**src/rtl/ppi_pkg.sv**
```systemverilog
// Shared constants, FSM state encoding and state-class helpers for the
// 8255 PPI access sequencer.
package ppi_pkg;

  localparam logic [1:0] PPI_ADDR_A    = 2'd0;
  localparam logic [1:0] PPI_ADDR_B    = 2'd1;
  localparam logic [1:0] PPI_ADDR_C    = 2'd2;
  localparam logic [1:0] PPI_ADDR_CTRL = 2'd3;

  localparam logic [7:0] PPI_RESET_CTRL = 8'h9B;

  typedef enum logic [2:0] {
    S_INIT_SETUP,
    S_INIT_STROBE,
    S_INIT_HOLD,
    S_IDLE,
    S_SETUP,
    S_STROBE,
    S_HOLD,
    S_ERR
  } ppi_state_e;

  function automatic logic is_init_state(ppi_state_e s);
    return (s == S_INIT_SETUP) || (s == S_INIT_STROBE) || (s == S_INIT_HOLD);
  endfunction

  function automatic logic is_bus_state(ppi_state_e s);
    return is_init_state(s) || (s == S_SETUP) || (s == S_STROBE) || (s == S_HOLD);
  endfunction

  function automatic logic is_strobe_state(ppi_state_e s);
    return (s == S_INIT_STROBE) || (s == S_STROBE);
  endfunction

endpackage

```
**src/rtl/ppi_rr_arbiter.sv**
```systemverilog
// Two-way round-robin arbiter; the pointer names the favoured requester and
// moves past the winner only when the grant is actually accepted.
module ppi_rr_arbiter (
  input  logic       clk,
  input  logic       reset,
  input  logic [1:0] req_i,
  input  logic       accept_i,
  output logic       gnt_valid_o,
  output logic       gnt_id_o
);

  logic ptr_q;
  logic ptr_d;

  always_comb begin
    gnt_valid_o = |req_i;
    gnt_id_o    = (req_i == 2'b11) ? ptr_q : req_i[1];
    ptr_d       = accept_i ? ~gnt_id_o : ptr_q;
  end

  // NOTE: state registers use non-blocking assignments so every flop samples
  // pre-edge values regardless of process ordering.
  always_ff @(posedge clk or posedge reset) begin
    if (reset) begin
      ptr_q <= 1'b0;
    end else begin
      ptr_q <= ptr_d;
    end
  end

endmodule

```
**src/rtl/ppi_access_sequencer.sv**
```systemverilog
// Bus-cycle sequencer for a shared 8255 PPI: programs the control word after
// reset, then runs timed read/write cycles for two round-robin requesters.
module ppi_access_sequencer
  import ppi_pkg::*;
#(
  parameter int unsigned SETUP_CYCLES  = 1,
  parameter int unsigned STROBE_CYCLES = 2,
  parameter int unsigned HOLD_CYCLES   = 1,
  parameter logic [7:0]  INIT_CTRL     = 8'h9B
) (
  input  logic        clk,
  input  logic        reset,
  input  logic [1:0]  req_valid,
  input  logic [1:0]  req_we,
  input  logic [3:0]  req_addr,
  input  logic [15:0] req_wdata,
  output logic [1:0]  req_ready,
  output logic        rsp_valid,
  output logic        rsp_id,
  output logic [7:0]  rsp_rdata,
  output logic        rsp_err,
  output logic        init_done,
  output logic [7:0]  ctrl_shadow,
  output logic        ppi_cs_n,
  output logic        ppi_rd_n,
  output logic        ppi_wr_n,
  output logic [1:0]  ppi_addr,
  output logic [7:0]  ppi_dout,
  output logic        ppi_doe,
  input  logic [7:0]  ppi_din
);

  localparam logic [3:0] SETUP_LOAD  = 4'(SETUP_CYCLES - 1);
  localparam logic [3:0] STROBE_LOAD = 4'(STROBE_CYCLES - 1);
  localparam logic [3:0] HOLD_LOAD   = 4'(HOLD_CYCLES - 1);
  // One extra count covers the launch cycle after reset release, in which the
  // registered bus outputs are still at their idle levels.
  localparam logic [3:0] RESET_LOAD  = 4'(SETUP_CYCLES);

  ppi_state_e state_q, state_d;
  logic [3:0] cnt_q, cnt_d;
  logic       id_q, id_d;
  logic       we_q, we_d;
  logic [1:0] addr_q, addr_d;
  logic [7:0] wdata_q, wdata_d;
  logic [7:0] rdata_q;

  logic       cs_n_q, rd_n_q, wr_n_q, doe_q;
  logic [1:0] ppi_addr_q;
  logic [7:0] dout_q;
  logic       rsp_valid_q, rsp_id_q, rsp_err_q, init_done_q;
  logic [7:0] rsp_rdata_q, shadow_q;

  logic       gnt_valid, gnt_id, accept;
  logic       sel_we;
  logic [1:0] sel_addr;
  logic [7:0] sel_wdata;
  logic       phase_last, txn_done, init_finish, err_entry;
  logic       init_phase, bus_phase, strobe_phase, eff_we;
  logic [1:0] eff_addr;
  logic [7:0] eff_wdata;

  ppi_rr_arbiter u_arb (
    .clk         (clk),
    .reset       (reset),
    .req_i       (req_valid),
    .accept_i    (accept),
    .gnt_valid_o (gnt_valid),
    .gnt_id_o    (gnt_id)
  );

  assign accept    = (state_q == S_IDLE) && gnt_valid;
  assign req_ready = accept ? (gnt_id ? 2'b10 : 2'b01) : 2'b00;
  assign sel_we    = gnt_id ? req_we[1] : req_we[0];
  assign sel_addr  = gnt_id ? req_addr[3:2] : req_addr[1:0];
  assign sel_wdata = gnt_id ? req_wdata[15:8] : req_wdata[7:0];

  assign phase_last = (cnt_q == 4'd0);

  // NOTE: every signal driven here gets a default first, so no path through
  // the case statement can leave it unassigned and infer a latch.
  always_comb begin
    state_d = state_q;
    cnt_d   = cnt_q;
    id_d    = id_q;
    we_d    = we_q;
    addr_d  = addr_q;
    wdata_d = wdata_q;
    unique case (state_q)
      S_INIT_SETUP: begin
        if (phase_last) begin
          state_d = S_INIT_STROBE;
          cnt_d   = STROBE_LOAD;
        end else begin
          cnt_d = cnt_q - 4'd1;
        end
      end
      S_INIT_STROBE: begin
        if (phase_last) begin
          state_d = S_INIT_HOLD;
          cnt_d   = HOLD_LOAD;
        end else begin
          cnt_d = cnt_q - 4'd1;
        end
      end
      S_INIT_HOLD: begin
        if (phase_last) begin
          state_d = S_IDLE;
        end else begin
          cnt_d = cnt_q - 4'd1;
        end
      end
      S_IDLE: begin
        if (accept) begin
          id_d    = gnt_id;
          we_d    = sel_we;
          addr_d  = sel_addr;
          wdata_d = sel_wdata;
          cnt_d   = SETUP_LOAD;
          // Reading the control register is not a legal 8255 cycle.
          state_d = (!sel_we && sel_addr == PPI_ADDR_CTRL) ? S_ERR : S_SETUP;
        end
      end
      S_SETUP: begin
        if (phase_last) begin
          state_d = S_STROBE;
          cnt_d   = STROBE_LOAD;
        end else begin
          cnt_d = cnt_q - 4'd1;
        end
      end
      S_STROBE: begin
        if (phase_last) begin
          state_d = S_HOLD;
          cnt_d   = HOLD_LOAD;
        end else begin
          cnt_d = cnt_q - 4'd1;
        end
      end
      S_HOLD: begin
        if (phase_last) begin
          state_d = S_IDLE;
        end else begin
          cnt_d = cnt_q - 4'd1;
        end
      end
      S_ERR:   state_d = S_IDLE;
      default: state_d = S_IDLE;
    endcase
  end

  // Bus pins are registered from the next state so they change exactly on
  // phase boundaries; the init write borrows the same timing.
  always_comb begin
    init_phase   = is_init_state(state_d);
    bus_phase    = is_bus_state(state_d);
    strobe_phase = is_strobe_state(state_d);
    eff_we       = init_phase | we_d;
    eff_addr     = init_phase ? PPI_ADDR_CTRL : addr_d;
    eff_wdata    = init_phase ? INIT_CTRL : wdata_d;
    txn_done     = (state_q == S_HOLD) && phase_last;
    init_finish  = (state_q == S_INIT_HOLD) && phase_last;
    err_entry    = (state_d == S_ERR);
  end

  always_ff @(posedge clk or posedge reset) begin
    if (reset) begin
      state_q     <= S_INIT_SETUP;
      cnt_q       <= RESET_LOAD;
      id_q        <= 1'b0;
      we_q        <= 1'b0;
      addr_q      <= 2'd0;
      wdata_q     <= 8'd0;
      rdata_q     <= 8'd0;
      cs_n_q      <= 1'b1;
      rd_n_q      <= 1'b1;
      wr_n_q      <= 1'b1;
      ppi_addr_q  <= 2'd0;
      dout_q      <= 8'd0;
      doe_q       <= 1'b0;
      rsp_valid_q <= 1'b0;
      rsp_id_q    <= 1'b0;
      rsp_err_q   <= 1'b0;
      rsp_rdata_q <= 8'd0;
      init_done_q <= 1'b0;
      shadow_q    <= PPI_RESET_CTRL;
    end else begin
      state_q     <= state_d;
      cnt_q       <= cnt_d;
      id_q        <= id_d;
      we_q        <= we_d;
      addr_q      <= addr_d;
      wdata_q     <= wdata_d;
      cs_n_q      <= ~bus_phase;
      rd_n_q      <= ~(strobe_phase && !eff_we);
      wr_n_q      <= ~(strobe_phase && eff_we);
      ppi_addr_q  <= bus_phase ? eff_addr : 2'd0;
      doe_q       <= bus_phase && eff_we;
      dout_q      <= (bus_phase && eff_we) ? eff_wdata : 8'd0;
      rsp_valid_q <= txn_done || err_entry;
      rsp_id_q    <= (txn_done || err_entry) ? id_d : 1'b0;
      rsp_err_q   <= err_entry;
      rsp_rdata_q <= (txn_done && !we_q) ? rdata_q : 8'd0;
      if (state_q == S_STROBE && phase_last && !we_q) begin
        rdata_q <= ppi_din;
      end
      if (init_finish) begin
        init_done_q <= 1'b1;
        if (INIT_CTRL[7]) begin
          shadow_q <= INIT_CTRL;
        end
      end
      // Only mode-set words (bit 7 high) reach the shadow; BSR words do not.
      if (txn_done && we_q && addr_q == PPI_ADDR_CTRL && wdata_q[7]) begin
        shadow_q <= wdata_q;
      end
    end
  end

  assign ppi_cs_n    = cs_n_q;
  assign ppi_rd_n    = rd_n_q;
  assign ppi_wr_n    = wr_n_q;
  assign ppi_addr    = ppi_addr_q;
  assign ppi_dout    = dout_q;
  assign ppi_doe     = doe_q;
  assign rsp_valid   = rsp_valid_q;
  assign rsp_id      = rsp_id_q;
  assign rsp_err     = rsp_err_q;
  assign rsp_rdata   = rsp_rdata_q;
  assign init_done   = init_done_q;
  assign ctrl_shadow = shadow_q;

endmodule

```
**config.mk**
```make
export PLATFORM = sky130hd
export DESIGN_NAME = ppi_access_sequencer
export DESIGN_NICKNAME = d
export VERILOG_FILES = /design/src/rtl/ppi_pkg.sv /design/src/rtl/ppi_rr_arbiter.sv /design/src/rtl/ppi_access_sequencer.sv
export SDC_FILE = /design/constraint.sdc
export NUM_CORES = 1
export LEC_CHECK = 0
export CAP_MARGIN = 20
export CORE_ASPECT_RATIO = 0.9
export CORE_UTILIZATION = 55
export DETAILED_ROUTE_END_ITERATION = 8
export DONT_BUFFER_PORTS = 1
export PLACE_DENSITY = 0.8
export SLEW_MARGIN = 0
export SYNTH_ARGS = -nofsm -noshare
export SYNTH_HDL_FRONTEND = slang
export SYNTH_SLANG_ARGS = --single-unit
export TNS_END_PERCENT = 5
```
**constraint.sdc**
```tcl
create_clock -name clk -period 4.35 [get_ports clk]
set_input_delay 1.305 -clock clk [delete_from_list [all_inputs] [get_ports clk]]
set_output_delay 1.305 -clock clk [all_outputs]
set_load 0.02 [all_outputs]
```
==> results of run 1 <==
power by group:
part / internal [mW] / leakage [nW] / switching (mW)
logic: 0.270 / 0.382 / 0.348
registers: 0.840 / 0.755 / 0.279
clock network: 0.219 / 0.0861 / 0.210
total: 1.33 / 1.22 / 0.837
synthesized netlist by cell type, drive strengths merged:
| cell type | count | area (sq um) |
|---|---|---|
| a221o | 6 | 60.06 |
| mux2 | 8 | 90.09 |
| or3b | 1 | 8.760 |
| o22a | 6 | 52.55 |
| mux2i | 2 | 20.02 |
| nor3b | 2 | 25.02 |
| a211oi | 2 | 15.01 |
| dfrtp | 53 | 1326 |
| clkbuf | 2 | 7.510 |
| a22o | 3 | 26.28 |
| nor2 | 21 | 78.83 |
| a22oi | 3 | 22.52 |
| nand4 | 3 | 18.77 |
| dfstp | 9 | 236.5 |
| a21boi | 5 | 37.54 |
| a21o | 2 | 15.01 |
| and3b | 1 | 8.760 |
| buf | 7 | 52.54 |
| o21ai | 6 | 30.03 |
| nand2 | 15 | 56.30 |
| o21bai | 1 | 7.510 |
| and3 | 2 | 17.52 |
| or2 | 2 | 12.51 |
| nand2b | 3 | 21.27 |
| a2bb2oi | 1 | 15.01 |
| xnor2 | 2 | 17.52 |
| a21oi | 14 | 73.82 |
| and2 | 10 | 63.81 |
| nand3b | 1 | 7.510 |
| ha | 2 | 25.02 |
| nand3 | 1 | 5.000 |
| a32o | 1 | 10.01 |
| nor2b | 4 | 25.02 |
| nor4 | 1 | 6.260 |
| inv | 7 | 26.28 |
| a221oi | 1 | 15.01 |
| o21a | 1 | 7.510 |
final cells by class:
class / instances / area (sq um) / share of cell area (%)
clock buffer: 12 / 145.1 / 5.302
clock inverter: 4 / 22.52 / 0.8227
inverter: 7 / 26.28 / 0.9598
multi-input combinational: 133 / 895.9 / 32.72
sequential: 62 / 1563 / 57.08
tap: 62 / 77.57 / 2.834
timing repair buffer: 1 / 7.507 / 0.2742
per-stage QoR:
stage | setup slack (ps) | hold WS, ps
floorplan | 1298 | 447.4
global placement | 1187 | 451.6
detailed placement | 1174 | 460.2
CTS | 1174 | 473.2
global route | 1067 | 497.7
finish | 1175 | 470.4
sequential cells by signal, indices dropped and copies added (netlist names), 2 cells and up:
| register | count |
|---|---|
| cnt_q | 4 |
| state_q | 3 |
| wdata_q | 8 |
| ctrl_shadow | 8 |
| ppi_addr | 2 |
| addr_q | 2 |
| rsp_rdata | 8 |
| rdata_q | 8 |
| ppi_dout | 8 |
logic make-up (layout without fill, tap and decap cells):
family          count (synthesis)  count (layout)  share of synthesized area (%)
simple gates                   67              67                          13.96
buf+inv                        16              24                          3.392
compound gates                 52              52                          15.24
flops                          62              62                          61.41
mux                            10              10                          4.327
xor+xnor                        2               2                         0.6884
fa+ha+maj                       2               2                         0.9831
final timing paths:
path,start,endpoint,depth (start not counted)
worst min-delay path,rdata_q[4],rsp_rdata[4],1
min in group asynchronous,reset,rsp_err,1
worst max-delay path,req_valid[1],req_ready[0],2
worst min register to register,rdata_q[4],rsp_rdata[4],1
max in group asynchronous,reset,ctrl_shadow[3],2
worst max register to register,cnt_q[1],ppi_dout[6],7
routing by layer:
metal  track usage (%)  routed length [microns]  up-vias
li1                  -                        -      744
met1             28.44                     2087      760
met2             30.39                     2181       77
met3             11.95                      478        4
met4             8.173                       43        0
met5                 0                        0        -
==> key figures, run 1 <==
Setup path
  – Delay-heaviest family, CP: simple AND/OR/NAND/NOR gates
  – Critical Path AT: around 1900 ps
  – Nature of the critical path startpoint: primary input
  – Critical path's largest stage delay: roughly 510 ps
  – Worst path bufs/invs: 0
  – Critical Path End Type: output port
  – Critical-path cell list: nand2_1 > and3_1
  – R2R setup slack: roughly 1700 ps
  – Crit path kind: primary input to output port
  – CP max stage cell: and3_1
  – Critical path peak fanout: 10
  – Critical Path RT: slightly above 3000 ps

Power and ir drop
  – Max VDD drop: between 0.3 and 0.4 mV
  – Power per cell area: around 790 nW/um^2
  – Leakage: between 1 and 1.5 nW
  – Final Power: ~2.2 mW

Floorplanning
  – Die Y: about 67 microns
  – Starting Density: a little under three fifths
  – Die width: between 70 and 80 microns
  – Standard-cell rows: 23
  – CORE AREA: roughly 4500 sq um
  – Ports: 70
  – DIE AREA: between 4000 and 5000 sq um

Drt
  – Drt drc: 0
  – Routed Wire Length: between 4000 and 5000 microns
  – WL/cell: around 17 microns
  – Post-route ant nets: 0
  – Initial DRT Pass Iterations: 4
  – Via density: 5.641
  – Routed via count: around 1600
  – Starting DRT DRC Count: 86

Cells and area
  – Fillcell total: approximately 350
  – Final instance area: about 2700 sq um
  – Layout cells sized above 1: about a fifth
  – Final core utilization: between 60 and 70%
  – Most common cell after layout, fill and taps aside: dfrtp_1
  – Antenna cells: 0
  – Final nets: 250
  – Commonest non-fill, non-tap cells in the layout: 53 x dfrtp_1, 21 x nor2_1, 15 x nand2_1
  – Layout overhead on the synthesized area: 7.571%
  – Post-Layout Cell Count: 281

Synthesis
  – Post-synthesis average cell area: 12.06 sq um
  – Sequential area share after synthesis: between 60 and 70%
  – #FFs+latches synth: 62
  – Syn. warnings: 0
  – Mapped Nets: 247
  – Cell variety after synth: 43
  – Synth Instances: about 210
  – Cell area after synthesis: roughly 2500 sq um

Placed design
  – Final HPWL from detailed placement: 3377 microns
  – IO Port Bufs: 0
  – Routability cong.: a little over 0.8
  – DP Cell Count: 265
  – Post-DP Area: 2570 sq um

Job
  – Max Cap Viol: 0

Global route
  – Vias in the first global route: approximately 1500
  – First-pass GRT wire length: roughly 7600 microns
  – Largest net degree at the start of global routing: 47
  – Initial antenna violation count: 0
  – Grt ovf: 0
  – Tot GR Track Use: 21.85%

STA
  – Setup Skew: approximately 5.3 ps
  – Worst slew pin tran: roughly 960 ps
  – Pins Over Slew Limit: 0
  – Rel. slew slack: 35.90%
  – Final Cycle Share: 72.99%
  – Fin. Hold Viols: 0
  – RSZ-0062 raised after global routing: no
  – Final critical-path required period: 3175 ps
  – Setup TNS: 0 ps
  – Max Freq: around 0.31 GHz
  – Final setup viols: 0

Clock tree
  – Clock buffer depth: 2
  – Reg clk slew, reported paths: around 60 ps
  – Root buffer cell: clkbuf_8
  – Htree depth: 3
  – CTS tree: yes
  – Setup bufs post-CTS: 0
  – Number of buffers created by CTS: 9
  – Worst-Skew Late Latency: roughly 330 ps
  – Hold Buf Count CTS: 0
  – Post-CTS sizing: 0
  – Clock Sinks: a little over 60

Min path
  – Hold Path Class: register to register

Status
  – Status: finished, final reports clean
Note: power is estimated with default switching activity, not from simulation.
==> run 2, diff against run 1 <==
Clock period 4.35 ns to 3.23 ns, I/O delays scaled along.
==> run 2 against run 1 <==
  * Clock power grew 57%
  * Final cell count is 0.71% higher
  * Largest power group unchanged
  * Worst hold slack got worse by 10 ps
==> key figures, run 2 (synthesis gave the netlist of run 1 again) <==
Clock tree
  – Worst-Skew Late Latency: 330 ps (about the same)
  – Hold Buf Count CTS: 0 (unchanged)
  – Root buffer cell: clkbuf_8 (unchanged)
  – Clock buffer depth: 2 (unchanged)
  – Reg clk slew, reported paths: 60 ps (about the same)
  – Post-CTS sizing: 0 (unchanged)
  – Htree depth: 3 (unchanged)
  – Clock Sinks: 62 (unchanged)
  – Setup bufs post-CTS: 0 (unchanged)
  – CTS tree: yes (unchanged)
  – Number of buffers created by CTS: 9 (unchanged)

Cells and area
  – Fillcell total: 358 (was 347)
  – Multi-input logic area: 895.9 sq um (unchanged)
  – Commonest non-fill, non-tap cells in the layout: 53 x dfrtp_1, 21 x nor2_1, 15 x nand2_1 (unchanged)
  – Antenna cells: 0 (unchanged)
  – FF/Latch Area: 1563 sq um (unchanged)
  – Layout cells sized above 1: 20.36% (was 19.63%)
  – Layout overhead on the synthesized area: 9.489% (was 7.571%)
  – Final nets: 252 (was 250)
  – Most common cell after layout, fill and taps aside: dfrtp_1 (unchanged)

STA
  – RSZ-0062 raised after global routing: no (unchanged)
  – Setup TNS: 0 ps (unchanged)
  – Rel. slew slack: 62.56% (was 35.90%)
  – Final critical-path required period: between 2000 and 3000 ps
  – Final Cycle Share: around 87%
  – Setup slack after layout: 418.2 ps (was 1175 ps)
  – Final setup viols: 0 (unchanged)
  – Fin. Hold Viols: 0 (unchanged)
  – Worst slew pin tran: 561.6 ps (was 961.5 ps)
  – Pins Over Slew Limit: 0 (unchanged)
  – Setup Skew: 7.081 ps (was 5.266 ps)
  – Max Freq: roughly 0.36 GHz

Setup path
  – Critical Path RT: 2260 ps (was 3040 ps)
  – CP max stage cell: and3_1 (unchanged)
  – Critical-path cell list: and3b_1 > and3_1 (was nand2_1 > and3_1)
  – Critical Path AT: 1840 ps (was 1870 ps)
  – Nature of the critical path startpoint: register (was primary input)
  – Crit path kind: register to output port (was primary input to output port)
  – Critical path's largest stage delay: 580 ps (was 510 ps)
  – Critical path peak fanout: 10 (unchanged)
  – Critical Path End Type: output port (unchanged)

Drt
  – Drt drc: 0 (unchanged)
  – Routed Wire Length: 4911 microns (was 4790 microns)
  – Starting DRT DRC Count: 70 (was 86)
  – Routed via count: 1614 (was 1585)
  – Via density: 5.703 (was 5.641)
  – Post-route ant nets: 0 (unchanged)
  – WL/cell: 17.35 microns (was 17.05 microns)
  – Initial DRT Pass Iterations: 4 (unchanged)

Global route
  – Largest net degree at the start of global routing: 28 (was 47)
  – First-pass GRT wire length: 7548 microns (was 7576 microns)
  – Grt ovf: 0 (unchanged)
  – Tot GR Track Use: 22.04% (was 21.85%)
  – Initial antenna violation count: 0 (unchanged)
  – Vias in the first global route: 1514 (was 1546)

Floorplanning
  – Standard-cell rows: 23 (unchanged)
  – Die Y: 66.53 microns (unchanged)
  – CORE AREA: 4461 sq um (unchanged)
  – Die width: 73.70 microns (unchanged)
  – Ports: 70 (unchanged)
  – Starting Density: 57.05% (unchanged)
  – DIE AREA: 4903 sq um (unchanged)

Status
  – Status: finished, final reports clean (unchanged)

Job
  – Max Cap Viol: 0 (unchanged)

Power and ir drop
  – Max VDD drop: 0.6272 mV (was 0.3811 mV)
  – Leakage: 1.246 nW (was 1.223 nW)
  – Power per cell area: 1087 nW/um^2 (was 791.3 nW/um^2)

Placed design
  – Routability cong.: 0.8366 (was 0.8198)
  – IO Port Bufs: 0 (unchanged)
  – Pre-CTS setup slack: 700.9 ps (was 1174 ps)
  – Final HPWL from detailed placement: 3530 microns (was 3377 microns)

Min path
  – Hold Path Class: primary input to asynchronous set/reset pin (was register to register)
[run 2: changes by cell type in the layout (fill, tap and decap cells not counted)]
cell,before,now
buf_4,1,3
clkinv_2,3,1
bufinv_16,0,1
clkbuf_8,10,11
[run 2: power by group]
| part | internal [mW] | total (mW) | leakage [nW] | switching [mW] |
|---|---|---|---|---|
| Combinational | 0.375 | 0.846 | 0.391 | 0.471 |
| Clock | 0.398 | 0.677 | 0.0996 | 0.279 |
| Sequential | 1.13 | 1.51 | 0.755 | 0.375 |
[run 2: layout make-up]
cell class                      count  area share, %
Clock buffer                       13          5.703
Clock inverter                      3          1.527
Inverter                            7         0.9430
Multi-Input combinational cell    133          32.15
Sequential cell                    62          56.08
Tap cell                           62          2.784
Timing Repair Buffer                3         0.8083
[run 2: through the flow]
step / power, mW / cells / utilization, % / instance area [sq um] / hold WS [ps]
final: 3.029 / 283 / 62.47 / 2786 / 460.3
after global routing: 3.223 / 283 / 62.47 / 2786 / 462.7
after CTS: 3.052 / 283 / 62.47 / 2786 / 454.0
after detailed placement: 2.364 / 267 / 57.95 / 2585 / 459.5
after global placement: 2.325 / 267 / 57.95 / 2585 / 450.9
after floorplan: 2.182 / 211 / - / 2545 / 447.4
[run 2: worst max-delay path, delay by kind of cell, from the launching register on]
kind / cells / cell delay, ps
flip-flops: 1 / 470
AND/OR/NAND/NOR: 2 / 1040
[run 2: metal layers]
metal | wire length, microns | up-vias | track usage [%]
li1 | - | 746 | -
met1 | 2098 | 780 | 28.93
met2 | 2309 | 75 | 31.77
met4 | 86 | 0 | 10.58
met3 | 417 | 13 | 8.775
met5 | 0 | - | 0
[run 2: path summary, 6_finish.rpt]
kind                            startpoint              to  slack (ps)  depth (start not counted)
min in group clk                rdata_q[4]    rsp_rdata[4]         470                          1
max in group asynchronous            reset  ctrl_shadow[7]        2090                          2
worst max-delay path            state_q[2]    req_ready[0]         420                          2
worst min register to register  rdata_q[4]    rsp_rdata[4]         470                          1
worst max register to register  state_q[2]          rsp_id         930                          5
worst min-delay path                 reset    rsp_rdata[0]         460                          1
